`config.mk`:
```
export PLATFORM = sky130hd
export DESIGN_NAME = dut_pipe
export DESIGN_NICKNAME = d
export VERILOG_FILES = /design/src/rtl/dut_pipe.sv
export SDC_FILE = /design/constraint.sdc
export NUM_CORES = 1
export LEC_CHECK = 0
export CAP_MARGIN = 20
export CORE_MARGIN = 2
export CORE_UTILIZATION = 25
export DETAILED_ROUTE_END_ITERATION = 16
export PLACE_DENSITY = 0.48
export RECOVER_POWER = 50
export SYNTH_ARGS = -nofsm -noshare
export SYNTH_HDL_FRONTEND = slang
export SYNTH_SLANG_ARGS = --single-unit
```
`constraint.sdc`:
```
create_clock -name clock -period 1.4 [get_ports clock]
set_input_delay 0.28 -clock clock [delete_from_list [all_inputs] [get_ports clock]]
set_output_delay 0.28 -clock clock [all_outputs]
set_load 0.02 [all_outputs]
```
`src/rtl/dut_pipe.sv`:
```
// WIDTH-bit, DEPTH-stage valid/ready pipeline with per-word transform on accept,
// synchronous flush and a wrapping delivered-word counter.
module dut_pipe #(
    parameter int WIDTH   = 8,
    parameter int DEPTH   = 2,
    parameter int COUNT_W = 16
) (
    input  logic               clock,
    input  logic               reset,
    input  logic               flush,
    input  logic [1:0]         mode,
    input  logic [WIDTH-1:0]   vin,
    input  logic               in_valid,
    output logic               in_ready,
    output logic [WIDTH-1:0]   vout,
    output logic               out_valid,
    input  logic               out_ready,
    output logic [COUNT_W-1:0] count
);

    logic [DEPTH-1:0][WIDTH-1:0] data_q, data_d;
    logic [DEPTH-1:0]            v_q, v_d;
    logic [DEPTH-1:0]            en;
    logic [COUNT_W-1:0]          count_q, count_d;
    logic [WIDTH-1:0]            xf;

    // Ready chain walks from the sink back to stage 0; a stage may move if it
    // is empty or everything downstream of it moves this cycle.
    always_comb begin : ready_chain
        logic down;
        down = out_ready;
        for (int i = DEPTH - 1; i >= 0; i--) begin
            down  = !v_q[i] || down;
            en[i] = down;
        end
    end

    always_comb begin
        xf = vin;
        case (mode)
            2'b00: xf = vin;
            2'b01: xf = ~vin;
            2'b10: xf = '0;
            default: begin
                for (int i = 0; i < WIDTH; i++) xf[i] = vin[WIDTH-1-i];
            end
        endcase
    end

    assign in_ready  = en[0] && !flush && !reset;
    assign vout      = data_q[DEPTH-1];
    assign out_valid = v_q[DEPTH-1];
    assign count     = count_q;

    always_comb begin
        data_d  = data_q;
        v_d     = v_q;
        count_d = count_q;
        if (en[0]) begin
            data_d[0] = xf;
            v_d[0]    = in_valid && in_ready;
        end
        for (int i = 1; i < DEPTH; i++) begin
            if (en[i]) begin
                data_d[i] = data_q[i-1];
                v_d[i]    = v_q[i-1];
            end
        end
        // A flush swallows any output handshake in the same cycle.
        if (flush) begin
            v_d = '0;
        end else if (out_valid && out_ready) begin
            count_d = count_q + 1'b1;
        end
    end

    always_ff @(posedge clock or posedge reset) begin
        if (reset) begin
            data_q  <= '0;
            v_q     <= '0;
            count_q <= '0;
        end else begin
            data_q  <= data_d;
            v_q     <= v_d;
            count_q <= count_d;
        end
    end

endmodule

```
==> flow_summary_export.csv, run 1 <==
group,metric,value,unit
place,port_buffers,40,
global_route,grt_pass1_wl,5989,µm
sta,finalSetupTns,-0.08551,ns
drt,wl_met3,213,µm
drt,finalWirelength,3343,µm
sta,worst_pin_slew,0.7694,ns
synthesis,syn_nets,184,
synthesis,ys_warn_count,0,
clock_tree,cts_tree,"built",
pwr,internal-power,0.001632,W
drt,wl_met2,1542,µm
clock_tree,h-tree-depth,2,
drt,num_vias,1253,
place,place_inst,288,
worst_setup_path,start_kind,"flip-flop",
clock_tree,insertion_delay,0.29,ns
pwr,p_leak,1.206,nW
drt,drc_errors,0,
clock_tree,root_buffer,"clkbuf_8",
drt,via_per_inst,4.219,
synthesis,syn_avg_cell_area,10.00,µm²
worst_setup_path,crit_path_max_fanout,2,
floorplan,core,6422,µm²
synthesis,syn_area,1680,µm²
synthesis,synth_cell_types,27,
synthesis,synth_top_area_share,50.63,%
run_status,status,"complete, but fails checks",
pwr,irDropWorstVdd,0.3533,mV
sta,rsz0062_at_grt,"true",
floorplan,rows,29,
global_route,antenna_found_initial,0,
sta,fin_crit_sh,106.1,%
pwr,pwr-share-clk,30.6,%
clock_tree,clk_pin_slew,0.07,ns
pwr,power.density,982.5,nW/µm²
min_path,hold_class,"flip-flop to flip-flop",
worst_setup_path,worstPathRequired,1.12,ns
cells_and_area,diodes,0,
synthesis,synth_cells,168,
drt,drtIter0Drc,23,
sta,fmax,673.2,MHz
drt,wl_met1,1524,µm
drt,dr.pass1.iters,4,
global_route,grt_max_degree,35,
floorplan,ioPinCount,41,
worst_setup_path,worst-setup-path-type,"flip-flop to output port",
place,hpwl,2435,µm
cells_and_area,final_layout_size_suffix_gt1_share,20.45,%
synthesis,synth.largest_area_cell,"dfrtp_1",
drt,top_layer,"met4",
sta,fin_skew,0.009109,ns
place,globalplace.congestion,0.7282,
sta,setup_viol,1,
synthesis,synth_seq_area_share,50.63,%
pwr,p_sw,0.0006283,W
drt,ant_nets,0,
cells_and_area,finalNonFillerCells,297,
sta,hold_viol,0,
sta,fin_hold_ws,0.4584,ns
clock_tree,cts-hold-fix-buffers,0,
pwr,switching_share,27.79,%
floorplan,die_y,85.99,µm
global_route,overflow,0,
global_route,grt_pass1_vias,1289,
worst_setup_path,critPathArrivalTime,1.21,ns
sta,period_minus_slack,1.486,ns
clock_tree,cts_made_buffers,5,
worst_setup_path,cp-end-kind,"output port",
place,place_area,2241,µm²
clock_tree,clockBufferDepth,2,
sta,worst_slack,-0.08551,ns
cells_and_area,syn_to_final_growth,36.93,%
drt,wl_per_cell,11.26,µm
sta,drv_slew,0,
run_status,failed_checks,"negative setup slack",
synthesis,synth.area.top_cells,"dfrtp_1 (51%), xnor2_1 (7.8%), nand2_1 (7.6%), a21oi_1 (5.1%), nor2_1 (4.7%)",
global_route,track_usage,10.44,%
job,cap_violations,0,
floorplan,die_x,85.99,µm
sta,slew_headroom,48.71,%
pwr,seqPwrFrac,49.7,%
pwr,pwr-share-comb,19.7,%
clock_tree,clock_sinks,34,
cells_and_area,design_area,2301,µm²
cells_and_area,finalNetCount,235,
synthesis,ys_seq_elements,34,
floorplan,start_util,26.16,%
floorplan,dieArea,7393,µm²
-- metal layers --
layer | up-vias | global-route usage (%)
met1 | 577 | 12.77
met5 | - | 0
met2 | 34 | 16.84
met4 | 0 | 4.762
met3 | 7 | 3.176
li1 | 635 | -
-- per-stage QoR --
stage                     worst slack (ns)  utilization (%)  total power [W]
after floorplan                  -0.009549                -         0.001411
after global placement             -0.5409            34.89         0.001638
after detailed placement           -0.5571            34.89         0.001644
after CTS                         -0.09642            35.69         0.002315
after global routing               -0.1319            35.83         0.002426
final                             -0.08551            35.83         0.002261
-- worst max-delay path: stages, from the launching register on --
cell and delay [ns]:
dfrtp_2 0.40, nor2b_1 0.16, a211oi_4 0.21, buf_6 0.15
-- cells in the final DEF (no fill, tap or decap) --
cell type,Yosys,final
nand2_1,34,34
dfrtp_1,34,33
dlygate4sd2_1,0,25
nor2_1,21,21
buf_4,8,19
a21oi_1,17,17
xnor2_1,15,15
clkdlybuf4s50_1,0,12
xor2_1,7,7
clkbuf_8,0,5
nand3_2,4,4
clkbuf_1,3,3
and3_1,2,2
nand4_4,2,2
nor3_2,3,2
and4_2,1,1
and3b_2,0,1
and3_2,1,1
and3_4,1,1
nor2b_1,1,1
nand2b_1,1,1
and2_1,1,1
mux2_2,1,1
a211oi_4,0,1
inv_1,1,1
xnor2_2,1,1
nor3_4,0,1
ha_1,1,1
dlymetal6s2s_1,0,1
buf_6,2,1
clkbuf_2,0,1
buf_12,0,1
buf_2,3,1
dfrtp_2,0,1
-- synth_stat cells --
master,n
nand2_1,34
xnor2_2,1
nand3_2,4
and4_2,1
xor2_1,7
a211oi_1,1
and3_2,1
and3_4,1
ha_1,1
nand4_4,2
and3b_1,1
dfrtp_1,34
buf_2,3
a21oi_1,17
buf_4,8
xnor2_1,15
clkbuf_1,3
buf_1,1
nor2b_1,1
mux2_2,1
and2_1,1
nand2b_1,1
inv_1,1
and3_1,2
nor3_2,3
buf_6,2
nor2_1,21
-- area by class of cell --
| type | count | area, µm² |
|---|---|---|
| fillers | 681 | 4121 |
| flip-flops and latches | 34 | 852.1 |
| multi-input cells | 116 | 733.2 |
| repair buffers | 61 | 535.5 |
| well taps | 77 | 96.34 |
| clock buffers | 8 | 80.08 |
| inverters | 1 | 3.754 |
-- power by group through the flow --
stage / clock [W] / sequential [W] / combinational [W]
6_report: 0.000692 / 0.00112 / 0.000445
5_1_grt: 0.000792 / 0.00114 / 0.000493
4_1_cts: 0.000732 / 0.00113 / 0.000457
3_5_place_dp: 0 / 0.00115 / 0.000498
3_3_place_gp: 0 / 0.00115 / 0.000493
2_1_floorplan: 0 / 0.00119 / 0.000220
-- final timing paths --
kind | cells past startpoint | slack, ns | endpoint | startpoint
min in group asynchronous | 3 | 0.63 | vout[4] | reset
setup reg to reg | 6 | 0.03 | data_q[6] | v_q[1]
hold / removal | 1 | 0.46 | count[15] | count[15]
hold reg to reg | 1 | 0.46 | count[15] | count[15]
setup / recovery | 3 | -0.09 | in_ready | v_q[1]
max in group asynchronous | 3 | 0.24 | v_q[1] | reset
-- cell families after synthesis --
kind of cell	after synthesis	synth area share (%)
buffers and inverters	18	6.924
AOI/OAI and AO/OA	18	5.510
muxes	1	0.6701
xor gates and xnor gates	23	12.44
adders and majority gates	1	0.7445
DFF	34	50.63
and+or+nand+nor	73	23.08
-- state kept, by name (all words and copies together), names as in the netlist --
name and cells:
count 16, v_q 2, data_q 8, vout 8
-- repair_timing --
item	in CTS	in global routing
pin swaps	1	4
resized for setup	34	3
hold endpoints to repair	0	0
setup buffers	0	1
setup endpoints to repair	46	13
No activity file was read; power rests on OpenSTA's default activity.
==> inputs of run 2 (changes only) <==
--- a/config.mk
+++ b/config.mk
@@ -7,9 +7,9 @@
 export LEC_CHECK = 0
 export CAP_MARGIN = 20
 export CORE_MARGIN = 2
-export CORE_UTILIZATION = 25
+export CORE_UTILIZATION = 30
 export DETAILED_ROUTE_END_ITERATION = 16
-export PLACE_DENSITY = 0.48
+export PLACE_DENSITY = 0.55
 export RECOVER_POWER = 50
 export SYNTH_ARGS = -nofsm -noshare
 export SYNTH_HDL_FRONTEND = slang
==> run 2 against run 1 <==
Compared with the run above: the flow still finishes with violations (negative setup slack); worst hold slack lost 0.00090 ns; final cell count shrank 3.0%; first-iteration DRC count up 87%; core utilization up 6.1 points; via count shrank 3.8%; clock skew fell by 0.0053 ns; sequential cell count unchanged; critical path type unchanged; highest routed layer unchanged.
==> flow_summary_export.csv, run 2 (synthesized netlist as in run 1, its figures left out) <==
group,metric,value,unit
run_status,status,"complete, but fails checks",
run_status,failed_checks,"negative setup slack",
cells_and_area,fillCellCount,568,
clock_tree,cts_tree,"built",
clock_tree,clockBufferDepth,2,
clock_tree,root_buffer,"clkbuf_8",
cells_and_area,syn_to_final_growth,36.63,%
sta,fin_hold_ws,0.4575,ns
worst_setup_path,cp-end-kind,"output port",
worst_setup_path,worstPathRequired,1.12,ns
pwr,p_sw,0.0006328,W
global_route,track_usage,10.85,%
drt,finalWirelength,3052,µm
floorplan,die_y,78.84,µm
sta,worst_slack,-0.07699,ns
place,globalplace.congestion,0.7271,
clock_tree,clock_sinks,34,
drt,drtIter0Drc,43,
drt,dr.pass1.iters,4,
cells_and_area,largest_register_ffs,16,
sta,fin_crit_sh,105.5,%
clock_tree,clk_pin_slew,0.07,ns
pwr,p_leak,1.199,nW
global_route,grt_max_degree,35,
sta,drv_slew,0,
cells_and_area,finalNonFillerCells,288,
min_path,hold_class,"flip-flop to flip-flop",
place,hpwl,2291,µm
floorplan,start_util,30.70,%
sta,worst_pin_slew,0.7508,ns
floorplan,rows,27,
sta,setup_viol,1,
drt,wl_per_cell,10.60,µm
pwr,irDropWorstVdd,0.3711,mV
cells_and_area,most-common-layout-cells,"nand2_1 (34), dfrtp_1 (33), dlygate4sd2_1 (25)",
global_route,grt_pass1_wl,5237,µm
floorplan,core,5473,µm²
place,dp_slack,-0.5531,ns
sta,fmax,677.1,MHz
cells_and_area,final_layout_size_suffix_gt1_share,20.37,%
drt,num_vias,1206,
floorplan,ioPinCount,41,
pwr,pwr-share-clk,32.3,%
pwr,power.density,1000,nW/µm²
global_route,antenna_found_initial,0,
sta,finalSetupTns,-0.07699,ns
floorplan,die_x,78.84,µm
global_route,grt_pass1_vias,1162,
drt,ant_nets,0,
clock_tree,cts_made_buffers,5,
pwr,seqPwrFrac,49.1,%
job,cap_violations,0,
pwr,pwr-share-comb,18.7,%
sta,rsz0062_at_grt,"true",
cells_and_area,finalNetCount,231,
worst_setup_path,worst-setup-path-type,"flip-flop to output port",
place,port_buffers,40,
cells_and_area,mostFrequentLayoutCell,"nand2_1",
global_route,overflow,0,
worst_setup_path,start_kind,"flip-flop",
cells_and_area,diodes,0,
cells_and_area,final-seq-area,852.1,µm²
pwr,internal-power,0.001664,W
pwr,switching_share,27.55,%
floorplan,dieArea,6216,µm²
worst_setup_path,critPathArrivalTime,1.20,ns
sta,slew_headroom,49.95,%
clock_tree,insertion_delay,0.28,ns
sta,fin_skew,0.003838,ns
sta,period_minus_slack,1.477,ns
drt,via_per_inst,4.188,
drt,drc_errors,0,
worst_setup_path,crit_path_max_fanout,2,
place,place_inst,279,
cells_and_area,multi_input_area,740.7,µm²
clock_tree,h-tree-depth,2,
sta,hold_viol,0,
-- run 2: final cells by class --
class	instances	share of cell area, %
Timing Repair Buffer	57	22.56
Clock buffer	7	3.760
Multi-Input combinational cell	116	32.26
Clock inverter	1	0.2180
Tap cell	72	3.924
Sequential cell	34	37.11
Inverter	1	0.1635
-- run 2: through the flow --
step | power [W] | utilization [%] | cell area [µm²]
6_report | 0.002297 | 41.95 | 2296
5_1_grt | 0.002427 | 41.95 | 2296
4_1_cts | 0.002338 | 41.82 | 2288
3_5_place_dp | 0.001630 | 40.51 | 2217
3_3_place_gp | 0.001619 | 40.51 | 2217
2_1_floorplan | 0.001411 | - | 1694
-- run 2: worst max-delay path: stages, from the launching register on --
cell and delay (ns):
dfrtp_2 0.40, nor2b_4 0.14, a211oi_4 0.23, buf_6 0.14
-- run 2: power groups by stage --
stage	logic, W	clock network, W	registers [W]
2_1_floorplan	0.000220	0	0.00119
3_3_place_gp	0.000471	0	0.00115
3_5_place_dp	0.000480	0	0.00115
4_1_cts	0.000438	0.000770	0.00113
5_1_grt	0.000472	0.000813	0.00114
6_report	0.000429	0.000741	0.00113
-- run 2: path summary, 6_finish.rpt --
kind	from	end	slack, ns	depth (start not counted)
setup / recovery	v_q[1]	in_ready	-0.08	3
hold / removal	count[15]	count[15]	0.46	1
setup reg to reg	count[3]	count[15]	0.08	4
hold reg to reg	count[15]	count[15]	0.46	1
max in group asynchronous	reset	v_q[1]	0.23	3
min in group asynchronous	reset	v_q[0]	0.65	3
-- run 2: metal layers --
metal / routed length (µm) / share of wire (%) / GRT usage (%) / up-vias
met5: 0 / 0 / 0 / -
li1: - / - / - / 625
met1: 1382 / 45 / 12.17 / 545
met4: 39 / 1.3 / 3.621 / 0
met2: 1453 / 48 / 18.97 / 31
met3: 176 / 5.8 / 4.091 / 5
-- run 2: timing repair --
action                                  in CTS  in global routing
endpoints found under the hold margin        0                  0
hold buffers                                 0                  0
setup buffers                                0                  2
resized for setup                           36                  3
pin swaps                                    2                  4
endpoints found under the setup margin      46                 17
==> inputs of run 3 (changes only) <==
--- a/config.mk
+++ b/config.mk
@@ -6,10 +6,12 @@
 export NUM_CORES = 1
 export LEC_CHECK = 0
 export CAP_MARGIN = 20
+export CELL_PAD_IN_SITES_DETAIL_PLACEMENT = 1
+export CELL_PAD_IN_SITES_GLOBAL_PLACEMENT = 2
 export CORE_MARGIN = 2
 export CORE_UTILIZATION = 30
 export DETAILED_ROUTE_END_ITERATION = 16
-export PLACE_DENSITY = 0.55
+export PLACE_DENSITY = 0.81
 export RECOVER_POWER = 50
 export SYNTH_ARGS = -nofsm -noshare
 export SYNTH_HDL_FRONTEND = slang
==> run 3 against run 2 <==
Compared with the run above: the run still ends with negative setup slack left; critical endpoint unchanged; sequential cell count is the same; clock-buffer cell count is the same; first-iteration DRC count shrank 35%; setup slack gained 0.0042 ns; wire length grew 9.6%.
==> flow_summary_export.csv, run 3 (synthesized netlist as in run 1, its figures left out) <==
group,metric,value,unit
worst_setup_path,cp-end-kind,"output port",
cells_and_area,final_layout_size_suffix_gt1_share,21.10,%
worst_setup_path,crit_path_max_fanout,2,
floorplan,die_y,78.84,µm
sta,period_minus_slack,1.473,ns
pwr,pwr-share-comb,18.7,%
sta,slew_headroom,49.36,%
drt,drtIter0Drc,28,
sta,rsz0062_at_grt,"true",
drt,ant_nets,0,
place,port_buffers,40,
run_status,failed_checks,"negative setup slack",
sta,worst_pin_slew,0.7597,ns
sta,worst_slack,-0.07277,ns
run_status,status,"complete, but fails checks",
sta,fmax,679.0,MHz
clock_tree,root_buffer,"clkbuf_8",
global_route,track_usage,11.78,%
clock_tree,insertion_delay,0.28,ns
floorplan,die_x,78.84,µm
pwr,seqPwrFrac,49.1,%
pwr,p_sw,0.0006399,W
global_route,grt_max_degree,35,
floorplan,ioPinCount,41,
place,dp_slack,-0.5969,ns
floorplan,start_util,30.70,%
pwr,switching_share,27.75,%
drt,drc_errors,0,
pwr,power.density,999.0,nW/µm²
pwr,irDropWorstVdd,0.3311,mV
clock_tree,cts_tree,"built",
cells_and_area,most-common-layout-cells,"nand2_1 (34), dfrtp_1 (33), dlygate4sd2_1 (25)",
place,place_inst,282,
pwr,p_leak,1.199,nW
sta,fin_crit_sh,105.2,%
cells_and_area,syn_to_final_growth,37.38,%
pwr,internal-power,0.001666,W
sta,fin_skew,0.003748,ns
clock_tree,clk_pin_slew,0.06,ns
clock_tree,h-tree-depth,2,
sta,fin_hold_ws,0.4570,ns
clock_tree,clockBufferDepth,2,
min_path,hold_class,"flip-flop to flip-flop",
clock_tree,clock_sinks,34,
worst_setup_path,critPathArrivalTime,1.19,ns
place,hpwl,2599,µm
clock_tree,cts_made_buffers,5,
pwr,pwr-share-clk,32.2,%
clock_tree,cts-hold-fix-buffers,0,
drt,via_per_inst,4.300,
cells_and_area,largest_register_ffs,16,
worst_setup_path,worstPathRequired,1.12,ns
drt,num_vias,1247,
global_route,grt_pass1_vias,1258,
drt,wl_per_cell,11.53,µm
cells_and_area,finalNonFillerCells,290,
global_route,overflow,0,
cells_and_area,finalNetCount,233,
job,cap_violations,0,
sta,hold_viol,0,
cells_and_area,diodes,0,
floorplan,core,5473,µm²
sta,drv_slew,0,
floorplan,rows,27,
drt,finalWirelength,3344,µm
global_route,grt_pass1_wl,5740,µm
sta,setup_viol,1,
place,globalplace.congestion,0.7435,
cells_and_area,mostFrequentLayoutCell,"nand2_1",
worst_setup_path,worst-setup-path-type,"flip-flop to output port",
global_route,antenna_found_initial,0,
drt,dr.pass1.iters,4,
floorplan,dieArea,6216,µm²
worst_setup_path,start_kind,"flip-flop",
[run 3: final cells by class]
class | count | area, µm²
Multi-Input combinational cell | 116 | 740.7
Inverter | 1 | 3.754
Clock inverter | 1 | 5.005
Timing Repair Buffer | 59 | 530.5
Tap cell | 72 | 90.09
Clock buffer | 7 | 86.33
Fill cell | 636 | 3164
Sequential cell | 34 | 852.1
[run 3: worst paths after layout]
| path | from | end | slack (ns) | cells past startpoint |
|---|---|---|---|---|
| setup / recovery | v_q[1] | in_ready | -0.07 | 3 |
| hold / removal | vout[2] | vout[2] | 0.46 | 2 |
| setup reg to reg | v_q[1] | count[1] | 0.08 | 4 |
| hold reg to reg | vout[2] | vout[2] | 0.46 | 2 |
| max in group asynchronous | reset | v_q[1] | 0.20 | 3 |
| min in group asynchronous | reset | v_q[0] | 0.68 | 3 |
[run 3: worst max-delay path, stage by stage, from the launching register on]
cell and delay (ns):
dfrtp_2 0.41, nor2b_4 0.14, a211oi_4 0.22, buf_6 0.15
[run 3: what timing repair did]
action | 4_1_cts | 5_1_grt
endpoints found under the setup margin | 45 | 5
gates resized for setup | 36 | 4
buffers inserted | 0 | 0
pin swaps | 1 | 2
[run 3: power groups by stage]
stage	Combinational, W	Sequential [W]	Clock (W)
floorplan	0.000220	0.00119	0
global placement	0.000464	0.00115	0
detailed placement	0.000479	0.00116	0
CTS	0.000439	0.00114	0.000771
global route	0.000475	0.00115	0.000804
finish	0.000431	0.00113	0.000742
[run 3: stage by stage]
step           total power (W)  util (%)  area, µm²   TNS (ns)
2_1_floorplan         0.001411         -       1694  -0.009549
3_3_place_gp          0.001617     40.92       2240     -7.453
3_5_place_dp          0.001639     40.92       2240     -8.247
4_1_cts               0.002348     42.09       2303    -0.1184
5_1_grt               0.002433     42.18       2308    -0.1652
6_report              0.002306     42.18       2308   -0.07277
[run 3: layer usage]
| layer | vias to the layer above | routed length (µm) | GRT usage, % |
|---|---|---|---|
| met5 | - | 0 | 0 |
| met3 | 7 | 112 | 2.727 |
| li1 | 628 | - | - |
| met1 | 583 | 1479 | 13.49 |
| met4 | 0 | 59 | 5.172 |
| met2 | 29 | 1692 | 20.94 |
